<file path="src/rtl/vx_tcu_drl_fp32sub_pipe.sv">
// Pipelined IEEE-754 binary32 subtractor y = a - b (RNE, denormals flushed to zero, tag carried alongside).
// Latency: 3 cycles from input transfer to out_valid; throughput 1 op/cycle.
// Backpressure: stall = out_valid & ~out_ready freezes every stage (bubbles kept); in_ready = ~stall.
// Ports: clk/reset_n (async active-low); in_valid/in_ready/in_a/in_b/in_tag operand side;
//        out_valid/out_ready/out_y/out_tag/out_flags result side, flags = {invalid, overflow, underflow, inexact}.
module vx_tcu_drl_fp32sub_pipe #(
  parameter int TAG_W = 8
) (
  input  logic             clk,
  input  logic             reset_n,
  input  logic             in_valid,
  output logic             in_ready,
  input  logic [31:0]      in_a,
  input  logic [31:0]      in_b,
  input  logic [TAG_W-1:0] in_tag,
  output logic             out_valid,
  input  logic             out_ready,
  output logic [31:0]      out_y,
  output logic [TAG_W-1:0] out_tag,
  output logic [3:0]       out_flags
);

  logic adv;
  assign adv      = ~(out_valid & ~out_ready);
  assign in_ready = adv;

  // ---------------- S1: unpack, classify, swap, align ----------------
  logic             a_sign, b_sign, a_zero, b_zero, a_inf, b_inf, a_nan, b_nan, swap;
  logic [7:0]       a_exp, b_exp, d;
  logic [30:0]      a_mag, b_mag;
  logic [23:0]      a_man, b_man, y_man;
  logic [26:0]      y_ext, y_mask;
  logic             s1_spc_d, s1_inv_d, s1_sign_d, s1_sub_d, s1_zsign_d;
  logic [31:0]      s1_spc_y_d;
  logic [7:0]       s1_exp_d;
  logic [26:0]      s1_x_d, s1_y_d;

  always_comb begin
    a_sign = in_a[31];
    b_sign = ~in_b[31];                    // subtract = add the negated subtrahend
    a_exp  = in_a[30:23];
    b_exp  = in_b[30:23];
    a_zero = (a_exp == 8'h00);
    b_zero = (b_exp == 8'h00);
    a_inf  = (a_exp == 8'hFF) && (in_a[22:0] == 23'd0);
    b_inf  = (b_exp == 8'hFF) && (in_b[22:0] == 23'd0);
    a_nan  = (a_exp == 8'hFF) && (in_a[22:0] != 23'd0);
    b_nan  = (b_exp == 8'hFF) && (in_b[22:0] != 23'd0);
    a_mag  = a_zero ? 31'd0 : in_a[30:0];
    b_mag  = b_zero ? 31'd0 : in_b[30:0];
    a_man  = a_zero ? 24'd0 : {1'b1, in_a[22:0]};
    b_man  = b_zero ? 24'd0 : {1'b1, in_b[22:0]};

    // Specials, in priority order: NaN / inf-inf, then infinity
    s1_spc_d   = a_nan | b_nan | a_inf | b_inf;
    s1_inv_d   = (a_inf & b_inf & (a_sign != b_sign)) |
                 (a_nan & ~in_a[22]) | (b_nan & ~in_b[22]);
    if (a_nan | b_nan | (a_inf & b_inf & (a_sign != b_sign)))
      s1_spc_y_d = 32'h7FC0_0000;
    else
      s1_spc_y_d = {(a_inf ? a_sign : b_sign), 31'h7F80_0000};

    // X holds the larger magnitude so the S2 difference is never negative
    swap      = (b_mag > a_mag);
    s1_sign_d = swap ? b_sign : a_sign;
    s1_exp_d  = swap ? b_exp : a_exp;
    s1_x_d    = {(swap ? b_man : a_man), 3'b000};
    y_man     = swap ? a_man : b_man;
    d         = swap ? (b_exp - a_exp) : (a_exp - b_exp);
    s1_sub_d  = (a_sign != b_sign);
    // An exact zero keeps a negative sign only when both addends are negative
    s1_zsign_d = a_sign & b_sign;

    y_ext  = {y_man, 3'b000};
    y_mask = 27'd0;
    if (d >= 8'd27) begin
      s1_y_d = {26'd0, |y_man};
    end else begin
      y_mask = (27'd1 << d) - 27'd1;
      s1_y_d = y_ext >> d;
      s1_y_d[0] = s1_y_d[0] | (|(y_ext & y_mask));
    end
  end

  logic             s1_vld_q, s1_spc_q, s1_inv_q, s1_sign_q, s1_sub_q, s1_zsign_q;
  logic [TAG_W-1:0] s1_tag_q;
  logic [31:0]      s1_spc_y_q;
  logic [7:0]       s1_exp_q;
  logic [26:0]      s1_x_q, s1_y_q;

  always_ff @(posedge clk or negedge reset_n) begin
    if (!reset_n) begin
      s1_vld_q   <= 1'b0;
      s1_tag_q   <= '0;
      s1_spc_q   <= 1'b0;
      s1_inv_q   <= 1'b0;
      s1_spc_y_q <= '0;
      s1_sign_q  <= 1'b0;
      s1_sub_q   <= 1'b0;
      s1_zsign_q <= 1'b0;
      s1_exp_q   <= '0;
      s1_x_q     <= '0;
      s1_y_q     <= '0;
    end else if (adv) begin
      s1_vld_q   <= in_valid;
      s1_tag_q   <= in_tag;
      s1_spc_q   <= s1_spc_d;
      s1_inv_q   <= s1_inv_d;
      s1_spc_y_q <= s1_spc_y_d;
      s1_sign_q  <= s1_sign_d;
      s1_sub_q   <= s1_sub_d;
      s1_zsign_q <= s1_zsign_d;
      s1_exp_q   <= s1_exp_d;
      s1_x_q     <= s1_x_d;
      s1_y_q     <= s1_y_d;
    end
  end

  // ---------------- S2: magnitude add / subtract ----------------
  logic [27:0] s2_sum_d;
  assign s2_sum_d = s1_sub_q ? ({1'b0, s1_x_q} - {1'b0, s1_y_q})
                             : ({1'b0, s1_x_q} + {1'b0, s1_y_q});

  logic             s2_vld_q, s2_spc_q, s2_inv_q, s2_sign_q, s2_zsign_q;
  logic [TAG_W-1:0] s2_tag_q;
  logic [31:0]      s2_spc_y_q;
  logic [7:0]       s2_exp_q;
  logic [27:0]      s2_sum_q;

  always_ff @(posedge clk or negedge reset_n) begin
    if (!reset_n) begin
      s2_vld_q   <= 1'b0;
      s2_tag_q   <= '0;
      s2_spc_q   <= 1'b0;
      s2_inv_q   <= 1'b0;
      s2_spc_y_q <= '0;
      s2_sign_q  <= 1'b0;
      s2_zsign_q <= 1'b0;
      s2_exp_q   <= '0;
      s2_sum_q   <= '0;
    end else if (adv) begin
      s2_vld_q   <= s1_vld_q;
      s2_tag_q   <= s1_tag_q;
      s2_spc_q   <= s1_spc_q;
      s2_inv_q   <= s1_inv_q;
      s2_spc_y_q <= s1_spc_y_q;
      s2_sign_q  <= s1_sign_q;
      s2_zsign_q <= s1_zsign_q;
      s2_exp_q   <= s1_exp_q;
      s2_sum_q   <= s2_sum_d;
    end
  end

  // ---------------- S3: normalise, round, pack ----------------
  logic [4:0]  lz;
  logic [26:0] nm;
  logic [9:0]  e;          // two's complement, so a negative exponent shows in e[9]
  logic [24:0] mr;
  logic [22:0] frac;
  logic        rnd, inx;
  logic [31:0] out_y_d;
  logic [3:0]  out_flags_d;

  always_comb begin
    lz = 5'd0;
    for (int i = 0; i < 27; i++)
      if (s2_sum_q[i]) lz = 5'(26 - i);

    if (s2_sum_q[27]) begin
      nm = {s2_sum_q[27:2], s2_sum_q[1] | s2_sum_q[0]};
      e  = {2'b00, s2_exp_q} + 10'd1;
    end else begin
      nm = s2_sum_q[26:0] << lz;
      e  = {2'b00, s2_exp_q} - {5'd0, lz};
    end

    inx = |nm[2:0];
    rnd = nm[2] & (nm[1] | nm[0] | nm[3]);
    mr  = {1'b0, nm[26:3]} + {24'd0, rnd};
    if (mr[24]) begin
      e    = e + 10'd1;
      frac = mr[23:1];
    end else begin
      frac = mr[22:0];
    end

    out_y_d     = '0;
    out_flags_d = '0;
    if (s2_spc_q) begin
      out_y_d     = s2_spc_y_q;
      out_flags_d = {s2_inv_q, 3'b000};
    end else if (s2_sum_q == 28'd0) begin
      out_y_d = {s2_zsign_q, 31'd0};
    end else if (!e[9] && (e >= 10'd255)) begin
      out_y_d     = {s2_sign_q, 31'h7F80_0000};
      out_flags_d = 4'b0101;
    end else if (e[9] || (e == 10'd0)) begin
      out_y_d     = {s2_sign_q, 31'd0};
      out_flags_d = 4'b0011;
    end else begin
      out_y_d     = {s2_sign_q, e[7:0], frac};
      out_flags_d = {3'b000, inx};
    end
  end

  logic             out_valid_q;
  logic [TAG_W-1:0] out_tag_q;
  logic [31:0]      out_y_q;
  logic [3:0]       out_flags_q;

  always_ff @(posedge clk or negedge reset_n) begin
    if (!reset_n) begin
      out_valid_q <= 1'b0;
      out_tag_q   <= '0;
      out_y_q     <= '0;
      out_flags_q <= '0;
    end else if (adv) begin
      out_valid_q <= s2_vld_q;
      out_tag_q   <= s2_tag_q;
      out_y_q     <= out_y_d;
      out_flags_q <= out_flags_d;
    end
  end

  assign out_valid = out_valid_q;
  assign out_tag   = out_tag_q;
  assign out_y     = out_y_q;
  assign out_flags = out_flags_q;

endmodule

</file>
<file path="config.mk">
export PLATFORM = sky130hd
export DESIGN_NAME = vx_tcu_drl_fp32sub_pipe
export DESIGN_NICKNAME = d
export VERILOG_FILES = /design/src/rtl/vx_tcu_drl_fp32sub_pipe.sv
export SDC_FILE = /design/constraint.sdc
export NUM_CORES = 1
export LEC_CHECK = 0
export ABC_AREA = 1
export BUFFER_PORTS_ARGS = -buffer_cell sky130_fd_sc_hd__buf_2
export CORE_ASPECT_RATIO = 0.75
export CORE_UTILIZATION = 39
export CTS_CLUSTER_SIZE = 8
export DETAILED_ROUTE_END_ITERATION = 6
export GPL_TIMING_DRIVEN = 1
export PLACE_DENSITY_LB_ADDON = 0.15
export SLEW_MARGIN = 20
export SYNTH_ARGS = -nofsm -noshare
export SYNTH_HDL_FRONTEND = slang
export SYNTH_SLANG_ARGS = --single-unit
</file>
<file path="constraint.sdc">
create_clock -name clk -period 5.17 [get_ports clk]
set_input_delay 0.2585 -clock clk [delete_from_list [all_inputs] [get_ports clk]]
set_output_delay 0.2585 -clock clk [all_outputs]
set_load 0.02 [all_outputs]
</file>
Word-level counts from Yosys, hierarchy flattened

Cells that the tools add are included.
Widths: inputs -> output; s select.

Output and inout bits: 46
Bits of input ports: 76
Register bits after elaboration: 231
Logic and storage cells: 135

Bitwise gates (word level): 23
Reductions and logical operators: 18
Add/sub/neg operators: 9
Equal/unequal tests: 3
Shift-type cells: 3
Muxes and demuxes: 52
Magnitude comparators: 3

Operators with widths:

| kind                  | number |
|---|---|
| $mux 5                | 27 |
| $mux 31               | 4 |
| $mux 24               | 4 |
| $mux 32               | 3 |
| $mux 27               | 2 |
| $logic_not 23->1      | 2 |
| $reduce_bool 23->1    | 2 |
| $gt 31x31->1          | 1 |
| $add 27x27->28        | 1 |
| $logic_not 28->1      | 1 |
| $mux 28               | 1 |
| $sub 27x27->28        | 1 |
| $and 27x27->27        | 1 |
| $reduce_or 27->1      | 1 |
| $shl 1x8->27 const A  | 1 |
| $shl 27x5->27         | 1 |
| $shr 27x8->27         | 1 |
| $sub 27x1->27 const B | 1 |
| $add 24x1->25         | 1 |
| $reduce_or 24->1      | 1 |
| $mux 23               | 1 |
| $mux 10               | 2 |
| $eq 8x8->1 const B    | 2 |
| $logic_not 8->1       | 2 |
| 20 further kinds      | 47 |

Logic depth before layout (Yosys ltp)

Gate-level depths: netlist of run 1.

Word-level depth: 40
Depth in mapped cells: 54
Gate-level depth less buffers: 51

Worst setup path after synthesis of run 1

Ideal clock, no wire load.

Kind: register to register
Start: register s2_sum_q[2]
End: register out_y_q[8] (netlist: out_y[8])
Data arrival time: 4.616 ns
Path buffers: 3
Cell stages (with the launch flop): 48
Period minus slack after synthesis: 4.690 ns
Setup time: 0.074 ns
Setup slack: 0.480 ns
Data required time: 5.096 ns
Cells stage by stage: dfrtp_1 -> inv_2 -> nand2_1 -> nand2_1 -> nand2_1 -> nand2_1 -> nand2_1 -> nand2_1 -> nand2_1 -> nand2_1 -> nand2_1 -> nand2_1 -> nand2_1 -> nand2_1 -> nand2_1 -> nand2_1 -> nand2_1 -> nand2_1 -> [12 not listed] -> o21ai_0 -> ha_1 -> nand3_1 -> nor2_1 -> nand2_1 -> nor3_1 -> xor2_1 -> inv_1 -> o21ai_2 -> inv_2 -> nand2_1 -> nor2_1 -> nand2_2 -> nand2_2 -> nor2_8 -> nand2_4 -> buf_6 -> o21ai_2

Word-level cells in the longest chain between the ends: 38
Elaborated cells between the ends (all ways): 46
Classes of those cells: add/sub (3); order compare (1); shift (1); mux (33); bitwise (3); reduce/logical (5)

RTL lines:

| item                                            | line | RTL |
|---|---|---|
| from (decl)                                     | 128  | `logic [27:0] s2_sum_q;` |
| from (signal assigned)                          | 150  | `s2_sum_q <= s2_sum_d;` |
| branches (longest 36 deep; another with $mux 5) | n/a  |  |
| $mux 32 *                                       | 192  | `end else if (s2_sum_q == 28'd0) begin` |
| $mux 32 *                                       | 189  | `if (s2_spc_q) begin` |
| to (signal assigned)                            | 220  | `out_y_q <= out_y_d;` |
| to (decl)                                       | 208  | `logic [31:0] out_y_q;` |

Every way passes the cells marked *.
A chain may end at the register's enable or synchronous reset.

Worst setup path after layout of run 1

Start: register s2_sum_q[0]
End: register out_y_q[11] (netlist: out_y[11])

Word-level cells in the longest chain between the ends: 40
Elaborated cells between the ends (all ways): 49
Classes of those cells: add/sub (3); order compare (1); shift (1); mux (35); bitwise (4); reduce/logical (5)

RTL lines:

| item                                            | line |
|---|---|
| branches (longest 38 deep; another with $mux 5) | n/a |
| $mux 32 *                                       | 192 |
| $mux 32 *                                       | 189 |

Marks and branches as above.

==> flow_summary.rst, run 1 <==
.. list-table::
   :header-rows: 1

   * - Metric
     - Value
   * - Most frequent CP cell
     - nand2_1
   * - Most used flip-flop cell after synthesis
     - dfrtp_1
   * - # rows
     - 63
   * - Number of instances in the synthesized netlist
     - around 2.5k
   * - Maximum clock frequency
     - approximately 0.2 GHz
   * - Worst reg2reg path depth
     - 33
   * - Largest net degree at the start of global routing
     - approximately 100
   * - Leading cell types by count after synthesis
     - nand2_1 (665), inv_1 (262), nand3_1 (261)
   * - Shortest clock period the worst path allows after layout
     - between 5 and 6 ns
   * - Detail Placement HPWL
     - 46400 um
   * - Number of standard cells in the layout, taps in and fillers out
     - between 3k and 4k
   * - Number of cells on the critical path
     - 33
   * - Maximum buffer depth of the clock tree
     - 2
   * - Drt pass-1 iters
     - 6
   * - Async set or reset register ratio after synthesis
     - between 90% and 100%
   * - Share of synthesized area occupied by flip-flops and latches
     - 27.0%
   * - Number of endpoints with negative hold slack in the final report
     - 0
   * - Type of the most critical hold path
     - in2reg
   * - Critical Path Sink
     - out_y[11]$_DFFE_PN0N_
   * - Share of the synthesized area in the top cell type
     - 27.0%
   * - Number of antenna violations at the first check in global routing
     - 0
   * - Clock transition time at the flip-flop clock pins of the worst setup and hold paths
     - around 0.08 ns
   * - Cell family with most CP delay
     - simple AND/OR/NAND/NOR gates
   * - Bufs and invs on worst path
     - 6
   * - Endpoint required time on the critical path
     - between 5 and 6 ns
   * - Power per unit of standard cell area
     - about 580 mW/mm2
   * - Clock insertion delay at the later pin of the skew report
     - roughly 0.47 ns
   * - Worst Path Class, Setup
     - reg2reg
   * - Starting utilization of the core area
     - 40.1%
   * - Nets
     - 2934
   * - Worst setup path startpoint
     - s2_sum_q[0]$_DFFE_PN0N_
   * - Post-synthesis sequential element count
     - approximately 170
   * - Netlist area before placement
     - ~0.016 mm2
   * - Die outline width
     - between 200 and 250 um
   * - Number of enable flip-flop cells after synthesis
     - 0
   * - Number of slew-limit violations in the final report
     - 0
   * - Most common cell in the synthesized netlist
     - nand2_1
   * - Share of post-route cells with drive strength above 1
     - between 10% and 20%
   * - Kind of start point of the critical path
     - flip-flop
   * - Minimum setup slack among reg-to-reg paths
     - ~0.15 ns
   * - Maximum resistive drop on vdd
     - between 0.2 and 0.3 mV
   * - Number of clock buffers inserted by TritonCTS
     - 17
   * - Number of warnings issued by yosys
     - 0
   * - Global-route congestion overflow total
     - 0
   * - Standard cell with the maximum stage delay on the critical path
     - dfrtp_1
   * - Post-route clock skew
     - around 0.019 ns
   * - Endpoints failing setup
     - 0
   * - Vertical die dimension
     - roughly 180 um
   * - Placer congestion estimate
     - just over 1
   * - Arrival @ worst endpoint
     - between 5 and 6 ns
   * - GRT Total Usage
     - 28.4%
   * - Count of vias placed by the detailed router
     - ~18k
   * - Area growth from synthesis to final layout
     - 23.5%
   * - Number of DRC markers in iteration 0
     - between 2k and 2.5k
   * - Aggregate routed wire length
     - between 60000 and 70000 um
   * - Largest stage delay on the critical path
     - 0.44 ns
   * - Worst flop-to-flop path startpoint
     - s2_sum_q[0]$_DFFE_PN0N_
   * - Slew headroom
     - roughly a third
   * - Number of filler instances in the final layout
     - 4085
   * - Fraction of the cycle the final worst path needs
     - a little over nine tenths
   * - Result of the run
     - complete, no violations
   * - Count of input and output buffers
     - 121
   * - Placeable core area
     - between 0.03 and 0.04 mm2
   * - Total clock sinks
     - roughly 170
   * - Number of global-route vias before repair
     - ~17k
   * - Terminus of the critical flop-to-flop path
     - out_y[11]$_DFFE_PN0N_
   * - Clock Tree Root
     - clkbuf_16
   * - Number of ports placed on the die boundary
     - between 100 and 150
   * - Cells taking the most area after synthesis
     - dfrtp_1 (27%), nand2_1 (16%), nand3_1 (8.2%)
   * - Average vias per placed instance
     - 5.53
   * - Number of nets in the synthesized netlist
     - 2661
   * - Cell taking the most area after synthesis
     - dfrtp_1
   * - Transition at the pin with the smallest max-transition slack
     - roughly 1 ns
   * - Remaining number of nets flagged by the antenna check after routing
     - 0
   * - Wire per inst
     - roughly 18 um
   * - Worst hold-check slack
     - 0.0970 ns
   * - Syn Area/Cell
     - 6.47 um2
   * - Type of destination of the critical path
     - flip-flop
   * - H-tree levels
     - 4
   * - RSZ-0062 raised after global routing
     - true
   * - Global-route wire length before repair
     - around 93000 um
   * - Clock tree from TritonCTS
     - built
   * - Number of distinct standard cells referenced by the synthesized netlist
     - 58
   * - Placement Setup Slack
     - -0.447 ns
   * - # Max-Cap Violations
     - 0
   * - Maximum fanout count along the critical path
     - 37
   * - DRC errors left
     - 0
   * - Crit path setup slack, layout
     - about 0.15 ns
   * - Die area
     - 0.0419 mm2
   * - Antenna fix cells
     - 0
   * - Number of cells after detailed placement
     - 3203
   * - Leakage
     - 10.0 nW
[layout make-up]
class | count | area, um2 | area share (%)
sequential | 173 | 4330 | 21.9
multi-input combinational | 1915 | 10500 | 53.1
clock inverter | 14 | 191 | 0.968
timing repair buffer | 371 | 2650 | 13.4
clock buffer | 18 | 429 | 2.17
inverter | 273 | 1030 | 5.19
tap | 520 | 651 | 3.29
[power breakdown]
part           internal (W)  switching [W]  leakage (nW)
sequential          0.00183       0.000439          2.13
clock              0.000702       0.000669         0.301
combinational       0.00281        0.00494          7.60
[what timing repair did]
item / 4_1_cts / 5_1_grt
setup endpoints to repair: 0 / 47
gates resized for setup: 0 / 88
hold buffers: 10 / 0
endpoints found under the hold margin: 82 / 0
buffers inserted: 0 / 36
[how the worst min path moves through the flow]
| stage | start | end | slack [ns] | cells past startpoint |
|---|---|---|---|---|
| finish | in_a[5] | s1_x_q[8]$_DFFE_PN0N_ | 0.1 | 3 |
| global route | in_a[6] | s1_x_q[9]$_DFFE_PN0N_ | 0.1 | 3 |
| CTS | in_a[5] | s1_x_q[8]$_DFFE_PN0N_ | 0.08 | 3 |
| detailed placement | reset_n | s1_x_q[19]$_DFFE_PN0N_ | 0.31 | 1 |
| global placement | reset_n | s1_x_q[22]$_DFFE_PN0N_ | 0.31 | 1 |
| floorplan | reset_n | out_flags[0]$_DFFE_PN0N_ | -0.04 | 0 |
[stage by stage]
stage	TNS [ns]	total power [W]	util, %	cell area [um2]
floorplan	0	0.00702	-	16000
global placement	-1.13	0.00925	46.1	18400
detailed placement	-1.41	0.00927	46.1	18400
CTS	0	0.0107	47.9	19100
global route	-5.50	0.0124	49.5	19800
finish	0	0.0114	49.5	19800
[placed cells by master, fill, tap and decap left out, types with 16 or more instances in the layout]
| cell | n |
|---|---|
| nand2_1 | 652 |
| nand3_1 | 257 |
| inv_1 | 254 |
| buf_4 | 225 |
| nor2_1 | 192 |
| o21ai_0 | 187 |
| dfrtp_1 | 171 |
| buf_2 | 120 |
| a21oi_1 | 106 |
| ha_1 | 100 |
| o22ai_1 | 52 |
| xor2_1 | 39 |
| nand4_1 | 34 |
| a31oi_1 | 28 |
| nor3_1 | 27 |
| o21ai_2 | 20 |
| clkbuf_16 | 18 |
| nand2_2 | 16 |
[worst reg2reg max path, delay by kind of cell, from the launching register on]
family,cells,cell delay (ns)
and+or+nand+nor,22,2.74
buffers and inverters,6,0.83
DFF,1,0.44
AOI/OAI and AO/OA,5,0.95
[flip-flops by register name, indices dropped and copies added, names as in the netlist, 3 cells and up]
register    cells
s1_spc_y_q      3
s1_y_q         27
s2_spc_y_q      3
out_tag         8
s2_tag_q        8
s2_sum_q       28
s1_tag_q        8
s1_x_q         24
s2_exp_q        8
s1_exp_q        8
out_y          32
out_flags       4
[routing by layer]
metal	vias to the layer above	GRT usage (%)	part of all wire, %
li1	8831	-	-
met1	8532	44.3	50
met2	750	39.5	39
met3	57	6.25	9.3
met4	0	4.25	1.0
met5	-	0	0
[cell families (layout without fill, tap and decap cells)]
logic type / count (synthesis) / count (layout) / share of synthesized area, %
simple gates: 1252 / 1255 / 33.5
compound gates: 486 / 486 / 17.6
buf+inv: 393 / 676 / 9.59
flops: 173 / 173 / 27.0
fa+ha+maj: 107 / 107 / 8.54
xor+xnor: 54 / 54 / 2.95
mux: 13 / 13 / 0.812
Note: power is estimated with default switching activity, not from simulation.
==> run 2, diff against run 1 <==
--- a/config.mk
+++ b/config.mk
@@ -12,6 +12,7 @@
 export CTS_CLUSTER_SIZE = 8
 export DETAILED_ROUTE_END_ITERATION = 6
 export GPL_TIMING_DRIVEN = 1
+export MAX_ROUTING_LAYER = met4
 export PLACE_DENSITY_LB_ADDON = 0.15
 export SLEW_MARGIN = 20
 export SYNTH_ARGS = -nofsm -noshare
==> run 2 against run 1 <==
Compared with the run above: die area unchanged; combinational power barely moved; register-to-register slack better by 0.097 ns; critical endpoint is now out_y[22]$_DFFE_PN0N_; largest cell class unchanged.
==> flow_summary.rst, run 2 (synthesized netlist as in run 1, its figures left out) <==
.. list-table::
   :header-rows: 1

   * - Metric
     - Value
   * - Post-Layout Inst Area
     - approximately 0.020 mm2
   * - Count of input and output buffers
     - around 120
   * - Standard cell with the maximum stage delay on the critical path
     - dfrtp_2
   * - Nets
     - ~2.9k
   * - Wire per inst
     - between 15 and 20 um
   * - Count of vias placed by the detailed router
     - roughly 18k
   * - Die outline width
     - 236 um
   * - Fraction of the cycle the final worst path needs
     - between 90% and 100%
   * - Starting utilization of the core area
     - between 40% and 50%
   * - Clock Tree Root
     - clkbuf_16
   * - Most frequent CP cell
     - nand2_1
   * - Maximum clock frequency
     - 0.203 GHz
   * - RSZ-0062 raised after global routing
     - true
   * - Crit path setup slack, layout
     - roughly 0.25 ns
   * - Number of global-route vias before repair
     - 16.5k
   * - Placeable core area
     - ~0.040 mm2
   * - Leakage
     - just under 10 nW
   * - Number of clock buffers inserted by TritonCTS
     - 17
   * - Number of ports placed on the die boundary
     - 122
   * - Type of the most critical hold path
     - in2reg
   * - Total clock sinks
     - around 170
   * - Area growth from synthesis to final layout
     - 22.4%
   * - Aggregate routed wire length
     - 59800 um
   * - Endpoints failing setup
     - 0
   * - Worst hold-check slack
     - roughly 0.1 ns
   * - Arrival @ worst endpoint
     - ~5.3 ns
   * - Antenna fix cells
     - 0
   * - Clock transition time at the flip-flop clock pins of the worst setup and hold paths
     - 0.08 ns
   * - Kind of start point of the critical path
     - flip-flop
   * - Post-route clock skew
     - 0.0153 ns
   * - Global-route wire length before repair
     - ~93000 um
   * - Most common cell after layout, fill and taps aside
     - nand2_1
   * - Largest net degree at the start of global routing
     - between 100 and 150
   * - Share of post-route cells with drive strength above 1
     - between 10% and 20%
   * - Remaining number of nets flagged by the antenna check after routing
     - 0
   * - H-tree levels
     - 4
   * - Vertical die dimension
     - 178 um
   * - Result of the run
     - complete, no violations
   * - Global-route congestion overflow total
     - 0
   * - Detail Placement HPWL
     - approximately 47000 um
   * - Number of filler instances in the final layout
     - roughly 4.1k
   * - Number of antenna violations at the first check in global routing
     - 0
   * - Die area
     - ~0.042 mm2
   * - Endpoint required time on the critical path
     - between 5 and 6 ns
   * - Type of destination of the critical path
     - flip-flop
   * - DRC errors left
     - 0
   * - Clock tree from TritonCTS
     - built
   * - Placer congestion estimate
     - roughly 1.0
   * - Post-layout utilization of the core
     - 49.1%
   * - Clock insertion delay at the later pin of the skew report
     - 0.47 ns
   * - # rows
     - between 60 and 70
   * - Maximum buffer depth of the clock tree
     - 2
   * - GRT Total Usage
     - approximately 29%
   * - Cell family with most CP delay
     - simple AND/OR/NAND/NOR gates
   * - Number of slew-limit violations in the final report
     - 0
   * - Number of DRC markers in iteration 0
     - ~2.1k
   * - Number of flip-flops in the largest register
     - 32
   * - Post-DP Area
     - roughly 0.018 mm2
   * - Average vias per placed instance
     - roughly 5.5
   * - Number of endpoints with negative hold slack in the final report
     - 0
   * - Transition at the pin with the smallest max-transition slack
     - ~0.96 ns
   * - Drt pass-1 iters
     - 6
   * - Placement Setup Slack
     - -0.265 ns
   * - Maximum resistive drop on vdd
     - between 0.3 and 0.4 mV
   * - # Max-Cap Violations
     - 0
   * - Bufs and invs on worst path
     - 6
   * - Shortest clock period the worst path allows after layout
     - between 4 and 5 ns
   * - Power per unit of standard cell area
     - roughly 580 mW/mm2
   * - Maximum fanout count along the critical path
     - 8
   * - Worst Path Class, Setup
     - reg2reg
   * - Total Power
     - between 0.01 and 0.015 W
   * - Slew headroom
     - 35.4%
   * - Most used cells in the layout excluding fill and tap cells
     - nand2_1 (647), inv_1 (258), nand3_1 (254)
   * - Largest stage delay on the critical path
     - 0.43 ns
[run 2: cell types whose count changed in the layout (fill, tap and decap cells not counted), sizes merged]
cell	previous run	this run
buf	360	331
bufinv	1	0
inv	276	280
nor2	210	209
nand3	264	265
clkinv	10	8
[run 2: worst register-to-register path: cells and delay by family, from the launching register on]
family | cells | cell delay [ns]
AOI/OAI and AO/OA | 3 | 0.49
xor gates and xnor gates | 2 | 0.35
adders and majority gates | 2 | 0.58
buffers and inverters | 6 | 0.45
DFF | 1 | 0.43
and+or+nand+nor | 34 | 2.56
[run 2: final timing paths]
| path | slack, ns | from | end | depth (start not counted) |
|---|---|---|---|---|
| max in group asynchronous | 3.46 | reset_n | out_tag[3]$_DFFE_PN0N_ | 3 |
| hold / removal | 0.10 | in_a[19] | s1_x_q[22]$_DFFE_PN0N_ | 3 |
| min in group asynchronous | 0.43 | reset_n | s1_x_q[20]$_DFFE_PN0N_ | 2 |
| hold reg to reg | 0.46 | s2_vld_q$_DFFE_PN0N_ | out_valid$_DFFE_PN0N_ | 2 |
| setup reg to reg | 0.25 | s2_sum_q[2]$_DFFE_PN0N_ | out_y[22]$_DFFE_PN0N_ | 47 |
| setup / recovery | 0.25 | s2_sum_q[2]$_DFFE_PN0N_ | out_y[22]$_DFFE_PN0N_ | 47 |
[run 2: repair_timing]
item | 4_1_cts | 5_1_grt
setup endpoints to repair | 0 | 44
setup buffers | 0 | 17
gates resized for setup | 0 | 92
hold endpoints to repair | 69 | 0
hold buffers | 10 | 0
[run 2: area by class of cell]
type	instances	area, um2	share of cell area (%)
clock buffers	17	425	2.17
clock inverters	15	201	1.03
inverters	273	1030	5.24
multi-input cells	1915	10500	53.7
flip-flops and latches	173	4330	22.1
well taps	520	651	3.32
repair buffers	343	2440	12.5
[run 2: stage by stage]
| step | TNS, ns | cells |
|---|---|---|
| after CTS | 0 | 3235 |
| final | 0 | 3256 |
| after global routing | -2.22 | 3256 |
| after global placement | -0.696 | 3193 |
| after floorplan | 0 | 2478 |
| after detailed placement | -1.19 | 3193 |
[run 2: routing by layer]
layer	track usage, %	wire (um)	up-vias
met5	-	0	-
met4	5.01	769	0
met3	5.43	4780	65
met2	39.3	23500	689
met1	44.9	30800	8413
li1	-	-	8762
[run 2: power by group]
part	switching (W)	internal (W)	total, W	leakage [nW]
Combinational	0.00496	0.00276	0.00772	7.48
Clock	0.000717	0.000676	0.00139	0.304
Sequential	0.000423	0.00183	0.00225	2.13
